### config.mk
export PLATFORM = sky130hd
export DESIGN_NAME = upsample_2x_bilinear
export DESIGN_NICKNAME = d
export VERILOG_FILES = /design/src/rtl/ups_pkg.sv /design/src/rtl/upsample_2x_bilinear_line_buffer.sv /design/src/rtl/upsample_2x_bilinear.sv
export SDC_FILE = /design/constraint.sdc
export NUM_CORES = 1
export LEC_CHECK = 0
export CAP_MARGIN = 40
export CELL_PAD_IN_SITES_DETAIL_PLACEMENT = 2
export CELL_PAD_IN_SITES_GLOBAL_PLACEMENT = 2
export CORE_ASPECT_RATIO = 1.4
export CORE_MARGIN = 8
export CORE_UTILIZATION = 35
export DETAILED_ROUTE_END_ITERATION = 6
export HOLD_SLACK_MARGIN = 0.08
export PLACE_DENSITY_LB_ADDON = 0.12
export SLEW_MARGIN = 20
export SYNTH_ARGS = -nofsm -noshare
export SYNTH_HDL_FRONTEND = slang
export SYNTH_SLANG_ARGS = --single-unit
### constraint.sdc
create_clock -name clk -period 8.1 [get_ports clk]
set_input_delay 1.62 -clock clk [delete_from_list [all_inputs] [get_ports clk]]
set_output_delay 1.62 -clock clk [all_outputs]
set_load 0.005 [all_outputs]
### src/rtl/ups_pkg.sv
// Shared state encoding, lane layout and 2x2 block arithmetic for the bilinear upscaler.
// Build macro UPS_ROUND_EN: defined = round-half-up on TR/BL/BR, undefined = truncation.
package ups_pkg;

  typedef enum logic [1:0] {FILL, RUN, EOL, FLUSH} ups_state_e;

  localparam int PIX_W = 8;

  localparam int TL = 0;
  localparam int TR = 1;
  localparam int BL = 2;
  localparam int BR = 3;

`ifdef UPS_ROUND_EN
  localparam logic [PIX_W:0]   RND_HALF    = 9'd1;
  localparam logic [PIX_W+1:0] RND_QUARTER = 10'd2;
`else
  localparam logic [PIX_W:0]   RND_HALF    = 9'd0;
  localparam logic [PIX_W+1:0] RND_QUARTER = 10'd0;
`endif

  // Averages never exceed the largest input, so the narrowing casts cannot overflow.
  function automatic logic [4*PIX_W-1:0] bilin4(input logic [PIX_W-1:0] a,
                                                input logic [PIX_W-1:0] b,
                                                input logic [PIX_W-1:0] c,
                                                input logic [PIX_W-1:0] d);
    logic [PIX_W:0]     tr_s;
    logic [PIX_W:0]     bl_s;
    logic [PIX_W+1:0]   br_s;
    logic [4*PIX_W-1:0] w;
    tr_s = {1'b0, a} + {1'b0, b} + RND_HALF;
    bl_s = {1'b0, a} + {1'b0, c} + RND_HALF;
    br_s = {2'b00, a} + {2'b00, b} + {2'b00, c} + {2'b00, d} + RND_QUARTER;
    w = '0;
    w[TL*PIX_W +: PIX_W] = a;
    w[TR*PIX_W +: PIX_W] = PIX_W'(tr_s >> 1);
    w[BL*PIX_W +: PIX_W] = PIX_W'(bl_s >> 1);
    w[BR*PIX_W +: PIX_W] = PIX_W'(br_s >> 2);
    return w;
  endfunction

endpackage

### src/rtl/upsample_2x_bilinear_line_buffer.sv
// One-line pixel store: asynchronous read and synchronous write sharing a single address.
module line_buffer
  import ups_pkg::*;
#(
  parameter int DEPTH = 128,
  parameter int AW    = $clog2(DEPTH)
) (
  input  logic             clk,
  input  logic [AW-1:0]    addr,
  input  logic             we,
  input  logic [PIX_W-1:0] wdata,
  output logic [PIX_W-1:0] rdata
);

  logic [PIX_W-1:0] mem [DEPTH];

  assign rdata = mem[addr];

  always_ff @(posedge clk) begin
    if (we) mem[addr] <= wdata;
  end

endmodule

### src/rtl/upsample_2x_bilinear.sv
// Streaming 2x bilinear upscaler: one 32-bit 2x2 block word per input pixel, raster order.
// Rounding of the interpolated lanes is selected by the UPS_ROUND_EN macro (see ups_pkg).
module upsample_2x_bilinear
  import ups_pkg::*;
#(
  parameter int WIDTH  = 128,
  parameter int HEIGHT = 128,
  parameter int WO     = 32
) (
  input  logic             clk,
  input  logic             rstn,
  input  logic [PIX_W-1:0] in_pix,
  input  logic             in_vld,
  output logic             in_rdy,
  output logic [WO-1:0]    out_data,
  output logic             out_vld,
  output logic             frame_done
);

  localparam int CW = $clog2(WIDTH);
  localparam int RW = $clog2(HEIGHT);
  localparam logic [CW-1:0] COL_LAST = CW'(WIDTH - 1);
  localparam logic [RW-1:0] ROW_LAST = RW'(HEIGHT - 1);

  ups_state_e       state_q, state_d;
  logic [CW-1:0]    col_q, col_d;
  logic [RW-1:0]    row_q, row_d;
  logic [PIX_W-1:0] a_q, a_d;
  logic [PIX_W-1:0] c_q, c_d;
  logic [WO-1:0]    out_data_q, out_data_d;
  logic             out_vld_q, out_vld_d;
  logic             frame_done_q, frame_done_d;

  logic [CW-1:0]    lb_addr;
  logic             lb_we;
  logic [PIX_W-1:0] lb_rdata;
  logic [PIX_W-1:0] flush_b;
  logic             xfer;

  line_buffer #(.DEPTH(WIDTH), .AW(CW)) u_lb (
    .clk   (clk),
    .addr  (lb_addr),
    .we    (lb_we),
    .wdata (in_pix),
    .rdata (lb_rdata)
  );

  assign in_rdy = (state_q == FILL) || (state_q == RUN);
  assign xfer   = in_vld && in_rdy;

  always_comb begin
    state_d      = state_q;
    col_d        = col_q;
    row_d        = row_q;
    a_d          = a_q;
    c_d          = c_q;
    out_data_d   = out_data_q;
    out_vld_d    = 1'b0;
    frame_done_d = 1'b0;
    lb_we        = 1'b0;
    lb_addr      = col_q;
    flush_b      = lb_rdata;
    case (state_q)
      FILL: begin
        if (xfer) begin
          lb_we = 1'b1;
          if (col_q == COL_LAST) begin
            state_d = RUN;
            col_d   = '0;
            row_d   = RW'(1);
          end else begin
            col_d = col_q + CW'(1);
          end
        end
      end
      RUN: begin
        // lb_rdata is still the previous row here; the write lands at the clock edge.
        if (xfer) begin
          lb_we = 1'b1;
          a_d   = lb_rdata;
          c_d   = in_pix;
          if (col_q != '0) begin
            out_vld_d  = 1'b1;
            out_data_d = bilin4(a_q, lb_rdata, c_q, in_pix);
          end
          if (col_q == COL_LAST) begin
            state_d = EOL;
            col_d   = '0;
          end else begin
            col_d = col_q + CW'(1);
          end
        end
      end
      EOL: begin
        lb_addr    = '0;
        out_vld_d  = 1'b1;
        out_data_d = bilin4(a_q, a_q, c_q, c_q);
        if (row_q == ROW_LAST) begin
          state_d = FLUSH;
          a_d     = lb_rdata;
        end else begin
          state_d = RUN;
          row_d   = row_q + RW'(1);
        end
      end
      FLUSH: begin
        // a_q holds lb[col]; read one column ahead so the single read port suffices.
        if (col_q == COL_LAST) begin
          lb_addr = col_q;
          flush_b = a_q;
        end else begin
          lb_addr = col_q + CW'(1);
        end
        a_d        = lb_rdata;
        out_vld_d  = 1'b1;
        out_data_d = bilin4(a_q, flush_b, a_q, flush_b);
        if (col_q == COL_LAST) begin
          frame_done_d = 1'b1;
          state_d      = FILL;
          row_d        = '0;
          col_d        = '0;
        end else begin
          col_d = col_q + CW'(1);
        end
      end
      default: state_d = FILL;
    endcase
  end

  always_ff @(posedge clk or negedge rstn) begin
    if (!rstn) begin
      state_q      <= FILL;
      col_q        <= '0;
      row_q        <= '0;
      out_data_q   <= '0;
      out_vld_q    <= 1'b0;
      frame_done_q <= 1'b0;
    end else begin
      state_q      <= state_d;
      col_q        <= col_d;
      row_q        <= row_d;
      out_data_q   <= out_data_d;
      out_vld_q    <= out_vld_d;
      frame_done_q <= frame_done_d;
    end
  end

  always_ff @(posedge clk) begin
    a_q <= a_d;
    c_q <= c_d;
  end

  assign out_data   = out_data_q;
  assign out_vld    = out_vld_q;
  assign frame_done = frame_done_q;

endmodule

# Word-level counts from Yosys, hierarchy flattened
# Memories as Yosys holds them, arrays and structs flattened.
# Index checks and enable logic that the tools add are counted.
# W data, S select, Z words.
[classes] mux=34 n_eq_ne=14 n_addsub=15 n_reduce_logical=15
[ops] operator="$pmux W32 S3" count=1
[ops] operator="$mux W32" count=2
[ops] operator="$add A8 B8 Y9" count=7
[ops] operator="$mux W7" count=7
[ops] operator="$mux W8" count=4
[ops] operator="$add A10 B8 Y10" count=3
[ops] operator="$add A9 B8 Y10" count=3
[ops] operator="$pmux W7 S2" count=2
[ops] operator="$pmux W8 S3" count=1
[ops] operator="$pmux W7 S3" count=1
[ops] operator="$add A7 B1 Y7 const B" count=2
[ops] operator="$eq A7 B7 Y1 const B" count=2
[ops] operator="$mux W2" count=6
[ops] operator="$ne A2 B2 Y1 const B" count=5
[ops] operator="$reduce_and A5 Y1" count=2
[ops] operator="$mux W1" count=8
[ops] operator="$ne A2 B1 Y1 const B" count=4
[ops] operator="$pmux W2 S4" count=1
[ops] operator="$reduce_bool A7 Y1" count=1
[ops] operator="$reduce_and A3 Y1" count=2
[ops] operator="$reduce_bool A3 Y1" count=2
[ops] operator="$eq A2 B2 Y1 const B" count=2
[ops] operator="$reduce_and A2 Y1" count=2
[ops] operator="$reduce_or A2 Y1" count=2
[ops] operator="6 further kinds" count=6
[word_totals] mem_count=1 out_inout_bits=35 ram_bits=1024 register_bits=66 word_cells=87 in_bits=11
[mem_list] memory="u_lb.mem" words=128 width=8 rd=1 rd_clocked_by_memory_dff=0 wr=1 line_no="upsample_2x_bilinear_line_buffer.sv:15" source="logic [PIX_W-1:0] mem [DEPTH];"

# Depth between registers and ports, before layout
# Gate-level depths: netlist (run 1).
# An unclocked memory read counts as a cell.
[logic_depth] depth_word=10 depth_mapped=40 depth_no_buf=33

# By module
# From an unflattened synthesis (run 1), not the netlist that was laid out.
[unflattened] hier_cells=3027 hier_area_um2=45189.6
[by_module_without_submodules] module="line_buffer" seq_area_each_um2=30749.5 n_inst=1 area_per_inst_um2=40273.6 cells_per_inst=2467
[by_module_without_submodules] module="upsample_2x_bilinear" seq_area_each_um2=1731.7 n_inst=1 area_per_inst_um2=4916.0 cells_per_inst=560

# Worst setup path before layout (run 1)
# Ideal clock, no wire load.
[synth_timing] kind="reg2reg" start="reg col_q[0]" end="reg out_data_q[30] (netlist: out_data[30])" synth_period_minus_slack_ps=7253 arrival_time_ps=7121 setup_ps=132 t_required_ps=7968 n_path_buf=7 path_stages_with_launch=35 path_slack_ps=847 path_cell_list="dfrtp_1 > ha_1 > nand2_1 > nor2_1 > inv_1 > clkbuf_1 > clkbuf_1 > ha_1 > nand3b_1 > nand2_1 > buf_2 > buf_2 > buf_1 > clkbuf_1 > clkbuf_1 > a21oi_1 > a221oi_1 > o22ai_1 > nor4_2 > fa_1 > fa_1 > inv_1 > ha_1 > and4b_1 > o21ai_0 > nand2b_1 > a21o_1 > a21o_1 > a21o_1 > a21oi_1 > xor2_1 > o221ai_1 > o21ai_0 > and3_1 > a32oi_1"
[synth_between] elab_chain_cells=10 word_cells_on_any_way=19 cone_classes="7 x add/sub; 2 x eq/ne; 7 x mux; 2 x reduce/logical; 1 x memory"
[synth_lines] item="from (decl)" line_no="upsample_2x_bilinear.sv:26" source="logic [CW-1:0] col_q, col_d;"
[synth_lines] item="from (signal assigned)" line_no="upsample_2x_bilinear.sv:140" source="col_q <= col_d;"
[synth_lines] item="$add A7 B1 Y7 or $eq A7 B7 Y1 (tied branches)" line_no="upsample_2x_bilinear.sv:112, upsample_2x_bilinear.sv:108"
[synth_lines] item="$mux W7" line_no="upsample_2x_bilinear.sv:108" source="if (col_q == COL_LAST) begin"
[synth_lines] item="$pmux W7 S2" line_no="upsample_2x_bilinear.sv:63" source="case (state_q)"
[synth_lines] item="$mem_v2 Z128 W8"
[synth_lines] item="$mux W8 or $add A8 B8 Y9 (tied branches)" line_no="upsample_2x_bilinear.sv:108, ups_pkg.sv:33"
[synth_lines] item="$mux W8 or $add A9 B8 Y10 (tied branches)" line_no="upsample_2x_bilinear.sv:63, ups_pkg.sv:33"
[synth_lines] item="$add A8 B8 Y9 or $add A10 B8 Y10 (tied branches)" line_no="ups_pkg.sv:33" source="br_s = {2'b00, a} + {2'b00, b} + {2'b00, c} + {2'b00, d} + RND_QUARTER;"
[synth_lines] item="$add A9 B8 Y10 or $mux W32 (tied branches)" line_no="ups_pkg.sv:33, upsample_2x_bilinear.sv:82"
[synth_lines] item="$add A10 B8 Y10 or $mux W32 (tied branches)" line_no="ups_pkg.sv:33, upsample_2x_bilinear.sv:78"
[synth_lines] item="$pmux W32 S3" line_no="upsample_2x_bilinear.sv:63"
[synth_lines] item="to (signal assigned)" line_no="upsample_2x_bilinear.sv:142" source="out_data_q <= out_data_d;"
[synth_lines] item="to (decl)" line_no="upsample_2x_bilinear.sv:30" source="logic [WO-1:0] out_data_q, out_data_d;"
# Parallel ways exist; a longest one is shown, timed or not. The select of a mux whose other input is x is not followed.
# A chain may end at the register's enable or synchronous reset.

# Worst setup path in the final report (run 1)
# Ends and elaborated chain as after synthesis.

==> results of run 1 <==
[repair_timing]
action | CTS | global route
endpoints found under the setup margin | 0 | 1
buffers inserted | 0 | 10
resized for setup | 0 | 1
[cells in the mapped netlist (4+ instances only)]
| library cell | n |
|---|---|
| buf_6 | 7 |
| buf_1 | 27 |
| o21bai_1 | 4 |
| inv_1 | 56 |
| a211o_1 | 4 |
| a22oi_1 | 38 |
| o211ai_1 | 11 |
| buf_2 | 88 |
| o21a_1 | 5 |
| nand2_1 | 661 |
| o21ai_0 | 102 |
| dfrtp_1 | 50 |
| buf_4 | 8 |
| a211oi_1 | 96 |
| ha_1 | 32 |
| nor3_1 | 16 |
| mux2i_1 | 55 |
| nand2b_1 | 8 |
| xnor2_1 | 9 |
| fa_1 | 19 |
| nor2_1 | 217 |
| clkbuf_1 | 84 |
| a21o_1 | 13 |
| and2_1 | 7 |
| o221ai_1 | 12 |
| a31oi_1 | 28 |
| nor2b_1 | 10 |
| xor2_1 | 11 |
| a311oi_1 | 34 |
| mux2_2 | 8 |
| o22ai_1 | 65 |
| edfxtp_1 | 1040 |
| a22o_1 | 11 |
| nand3_1 | 83 |
| a221oi_1 | 40 |
| a21oi_1 | 371 |
| and3_1 | 33 |
[critical path: cells and delay by family, from the launching register on]
kind | cells | cell delay (ns)
DFF | 1 | 0.42
muxes | 1 | 0.37
adders and majority gates | 4 | 1.40
AOI/OAI and AO/OA | 12 | 2.79
xor gates and xnor gates | 1 | 0.21
buffers and inverters | 4 | 0.73
and+or+nand+nor | 8 | 1.64
[path summary, 6_finish.rpt]
check,start,to,cells after the start
hold reg to reg,out_data[7],out_data[7],2
setup / recovery,col_q[0],out_data[30],30
max in group asynchronous,rstn,row_q[0],2
setup reg to reg,col_q[0],out_data[30],30
hold / removal,out_data[7],out_data[7],2
min in group asynchronous,rstn,out_data[19],2
[cell type report]
| cell class | instances | area share (%) |
|---|---|---|
| clock buffers | 131 | 5.48 |
| inverters | 59 | 0.416 |
| well taps | 1659 | 3.90 |
| clock inverters | 77 | 1.32 |
| flip-flops and latches | 1090 | 61.0 |
| multi-input cells | 2071 | 21.8 |
| diodes | 4 | 0.0188 |
| repair buffers | 368 | 6.13 |
[power groups by stage]
stage	sequential (uW)	clock, uW	combinational (uW)
finish	6680	5250	12400
global route	6710	5520	13100
CTS	6690	5340	12400
detailed placement	6810	0	12300
global placement	6800	0	12000
floorplan	6700	0	6450
[layout by cell type, fill, tap and decap left out, drive strengths merged, types with 35 or more instances in the layout]
cell and instances:
o21ai 103, nand2 662, o22ai 65, clkbuf 131, clkinv 58, dfrtp 50
a311oi 35, nor2 220, edfxtp 1040, a21oi 371, buf 332, a22oi 38
nand3 83, a211oi 97, clkdlybuf4s50 36, a221oi 42, mux2i 55, inv 60
[cells by family (layout without fill, tap and decap cells)]
family,after synthesis,in the layout,synth area share (%)
DFF,1090,1090,71.9
and+or+nand+nor,1059,1059,9.63
AOI/OAI and AO/OA,878,878,12.2
buffers and inverters,273,635,2.70
muxes,63,63,1.42
adders and majority gates,51,51,1.73
xor gates and xnor gates,20,20,0.388
other,0,4,0
[metrics by stage]
| step | area, sq um | power, uW | setup WS (ns) |
|---|---|---|---|
| after floorplan | 45200 | 13200 | 0.847 |
| after global placement | 48500 | 18800 | 0.338 |
| after detailed placement | 49400 | 19100 | 0.331 |
| after CTS | 53000 | 24400 | 0.242 |
| after global routing | 53300 | 25300 | 0.00939 |
| final | 53300 | 24300 | 0.353 |
[metal layers]
metal	vias up	share of wire, %	global-route usage (%)
li1	13424	-	-
met1	16894	39	30.9
met3	347	5.1	3.14
met2	1030	51	46.7
met4	0	4.9	12.2
met5	-	0	0
[registers in the layout, summed over array words and instances (netlist names)]
register / cells
u_lb.mem: 1024
state_q: 2
out_data: 32
col_q: 7
row_q: 7
frame_done: 1
c_q: 8
a_q: 8
out_vld: 1
==> impl_metrics.ini, run 1 <==
[outcome]
outcome = complete, no violations

[synthesis]
syn_nets = 3496
ys_types = 78
yosysTopAreaCellShare_pct = 69.1
async_flop_share_pct = 4.59
ys.flop_type = edfxtp_1
synthTopCellsByArea = edfxtp_1, nand2_1, a21oi_1
synth_area_per_cell_sq_um = 13.2
yosysWarningCount = 0
synth_cells = 3434
synth_area_leader_cell = edfxtp_1
syn-cell-area_sq_um = 45200
seq_area_frac_synth_pct = 71.9
synth_edf_count = 1040
synth_seq_cells = 1090

[critical_path]
cpPeakStageDelay_ns = 0.54
worstSetupPathType = reg2reg
ff2ff_setup_slack_ns = 0.35
required_ns = 8.69
crit_path_top_delay_cell = a221oi_1
worst-path-max-fanout = 40
endpoint_kind = flip-flop
cp-start-kind = flip-flop
crit_arrival_ns = 8.34

[clock_tree]
clock_sinks = 1090
cts_buffers = 112
clkLatencyLatePin_ns = 0.73
clk_pin_slew_ns = 0.06
cts_tree = done
root_buffer = clkbuf_16
cts_hold_buffers = 0
max-clock-path-buffers = 3
htreeDepth = 3

[cells_and_area]
ff_latch_area_sq_um = 32500
final_cells = 5459
nets = 3764
area_growth_pct = 17.9
multi_input_area_sq_um = 11600
layout-drive-gt1-share_pct = 14.3
nFillCells = 12753
final_core_util_pct = 41.4

[detailed_routing]
totalWireLength_um = 187000
drt_iter0_drc = 2773
drc = 0
first_pass_iters = 5
ant_nets = 0
via_count = 31695
vias_per_cell = 5.81
wire_per_inst_um = 34.2

[timing]
finClkSkew_ns = 0.0370
fin_tns_setup_ns = 0
drv_slew = 0
fin_crit_ns = 7.75
hold_viol_final = 0
tightest_slew_ns = 0.926
fmax_mhz = 129
finalSetupViolCount = 0
fin_crit_sh_pct = 95.6
rsz0062_at_grt = false
whs_ns = 0.476
relSlewSlack_pct = 38.3

[global_route]
grt_pass1_wl_um = 265000
antenna_found_initial = 8
track_usage_pct = 26.0
grt_overflow = 0
grt_max_degree = 77
grt_pass1_vias = 34369

[placement]
portBuffers = 45
dp_hpwl_um = 126000
gp_congestion = 0.852
dpl.cell_count = 5212

[pwr]
pwr-share-seq_pct = 27.5
vdd_ir_drop_max_mv = 0.308
combinationalPowerShare_pct = 50.9
leakage_uw = 0.0183
switchingPower_uw = 10800
p_int_uw = 13500
power_density_nw_per_um2 = 457
p_clk_share_pct = 21.6
swShare_pct = 44.5

[floorplan]
rows = 156
io_pins = 46
initial_core_util_pct = 35.1
dieWidth_um = 320
die_h_um = 441
coreArea_sq_um = 129000
design.die.area_sq_um = 141000

[job]
drv_cap = 0

[hold_path]
min_path_type = reg2reg
Power figures use the tool's default switching activity.
==> inputs of run 2 (changes only) <==
==> constraint.sdc (replaced) <==
create_clock -name clk -period 8.4 [get_ports clk]
set_input_delay 1.68 -clock clk [delete_from_list [all_inputs] [get_ports clk]]
set_output_delay 1.68 -clock clk [all_outputs]
set_load 0.005 [all_outputs]
==> run 2 against run 1 <==
Flip-flop and latch count is the same. Die area is the same. Register-to-register slack gained 0.19 ns. Utilization is essentially flat. Sequential share of layout area is essentially flat. Final area is essentially flat. First-iteration DRC count shrank 7.5%.
==> impl_metrics.ini, run 2 (synthesis results as in run 1) <==
[cells_and_area]
ff_latch_area_sq_um = 32500
nFillCells = 12766
nets = 3745
layout_common_cells = edfxtp_1, nand2_1, a21oi_1
multi_input_area_sq_um = 11600
layout-drive-gt1-share_pct = 14.0
final_common_cell = edfxtp_1
regMostFlops = u_lb.mem
area_growth_pct = 17.9
largest_reg_flops = 1024
final_core_util_pct = 41.4

[detailed_routing]
vias_per_cell = 5.84
drc = 0
top_layer_used = met5
ant_nets = 0
totalWireLength_um = 187000
via_count = 31774
wire_per_inst_um = 34.3
m1WireLength_um = 73600
first_pass_iters = 5
drt_iter0_drc = 2565
met3WireLength_um = 8630
routed-wl-met2_um = 95300

[job]
drv_cap = 0

[critical_path]
ff2ff_setup_slack_ns = 0.54
endpoint_kind = flip-flop
worst-path-max-fanout = 21
worstSetupPathType = reg2reg
cpPeakStageDelay_ns = 0.53
required_ns = 8.97
cp-start-kind = flip-flop
crit_arrival_ns = 8.43
crit_path_top_delay_cell = and2_4

[floorplan]
die_h_um = 441
io_pins = 46
coreArea_sq_um = 129000
design.die.area_sq_um = 141000
initial_core_util_pct = 35.1
dieWidth_um = 320
rows = 156

[global_route]
grt_pass1_wl_um = 264000
track_usage_pct = 26.0
grt_pass1_vias = 34282
antenna_found_initial = 2
grt_max_degree = 74
grt_overflow = 0

[timing]
finalSetupViolCount = 0
fin_tns_setup_ns = 0
tightest_slew_ns = 0.932
fmax_mhz = 127
relSlewSlack_pct = 37.5
drv_slew = 0
fin_crit_ns = 7.86
rsz0062_at_grt = false
fin_crit_sh_pct = 93.6
hold_viol_final = 0
finClkSkew_ns = 0.0330

[pwr]
power_uw = 23600
leakage_uw = 0.0183
power_density_nw_per_um2 = 443
vdd_ir_drop_max_mv = 0.253

[placement]
dp_hpwl_um = 124000
portBuffers = 45
gp_congestion = 0.859

[clock_tree]
clk_pin_slew_ns = 0.06
post_cts_buffers = 0
cts_resized = 0
htreeDepth = 3
clock_sinks = 1090
max-clock-path-buffers = 3
clkLatencyLatePin_ns = 0.74
cts_tree = done
cts_hold_buffers = 0
cts_buffers = 112
root_buffer = clkbuf_16

[outcome]
outcome = complete, no violations

[hold_path]
min_path_type = reg2reg
==> run 2: where the power goes <==
| group | internal, uW | total, uW | switching (uW) |
|---|---|---|---|
| clock | 3120 | 5350 | 2230 |
| sequential | 6230 | 6450 | 217 |
| combinational | 3780 | 11800 | 8000 |
| total | 13100 | 23600 | 10400 |
==> run 2: area by class of cell <==
type                       instances  area share, %
clock inverter                    76           1.75
multi-input combinational       2071           21.7
antenna                            3         0.0141
inverter                          59          0.416
clock buffer                     133           5.49
timing repair buffer             349           5.71
tap                             1659           3.90
sequential                      1090           61.0
==> run 2: worst paths after layout <==
| check | cells after the start | start | endpoint |
|---|---|---|---|
| setup / recovery | 31 | col_q[0] | out_data[30] |
| hold / removal | 2 | out_data[0] | out_data[0] |
| setup reg to reg | 31 | col_q[0] | out_data[30] |
| hold reg to reg | 2 | out_data[0] | out_data[0] |
| max in group asynchronous | 2 | rstn | col_q[6] |
| min in group asynchronous | 2 | rstn | row_q[1] |
==> run 2: layer usage <==
metal	track usage [%]	up-vias
li1	-	13385
met1	31.0	17100
met2	46.4	950
met3	3.61	337
met4	11.8	2
met5	0	-
==> run 2: worst max-delay path: cells and delay by family (launching register included) <==
family / cells / cell delay, ns
XOR/XNOR: 1 / 0.19
AO/OA/AOI/OAI: 13 / 2.82
adder cells (fa/ha/maj): 5 / 1.76
flip-flops: 1 / 0.42
AND/OR/NAND/NOR: 7 / 1.73
buffers and inverters: 5 / 0.73
==> run 2: through the flow <==
stage | worst slack, ns | cell area (sq um) | hold slack [ns] | instances
2_1_floorplan | 1.15 | 45200 | 0.443 | 3434
3_3_place_gp | 0.620 | 48300 | 0.460 | 5095
3_5_place_dp | 0.642 | 49200 | 0.482 | 5203
4_1_cts | 0.605 | 53000 | 0.496 | 5412
5_1_grt | 0.247 | 53300 | 0.513 | 5437
6_report | 0.540 | 53300 | 0.484 | 5440
==> inputs of run 3 (changes only) <==
--- a/config.mk
+++ b/config.mk
@@ -5,6 +5,7 @@
 export SDC_FILE = /design/constraint.sdc
 export NUM_CORES = 1
 export LEC_CHECK = 0
+export ABC_CLOCK_PERIOD_IN_PS = 8400
 export CAP_MARGIN = 40
 export CELL_PAD_IN_SITES_DETAIL_PLACEMENT = 2
 export CELL_PAD_IN_SITES_GLOBAL_PLACEMENT = 2
@@ -14,6 +15,7 @@
 export DETAILED_ROUTE_END_ITERATION = 6
 export HOLD_SLACK_MARGIN = 0.08
 export PLACE_DENSITY_LB_ADDON = 0.12
+export SKIP_LAST_GASP = 1
 export SLEW_MARGIN = 20
 export SYNTH_ARGS = -nofsm -noshare
 export SYNTH_HDL_FRONTEND = slang
==> results of run 3 <==
The final DEF is identical to that of run 2; final timing and power are the same.
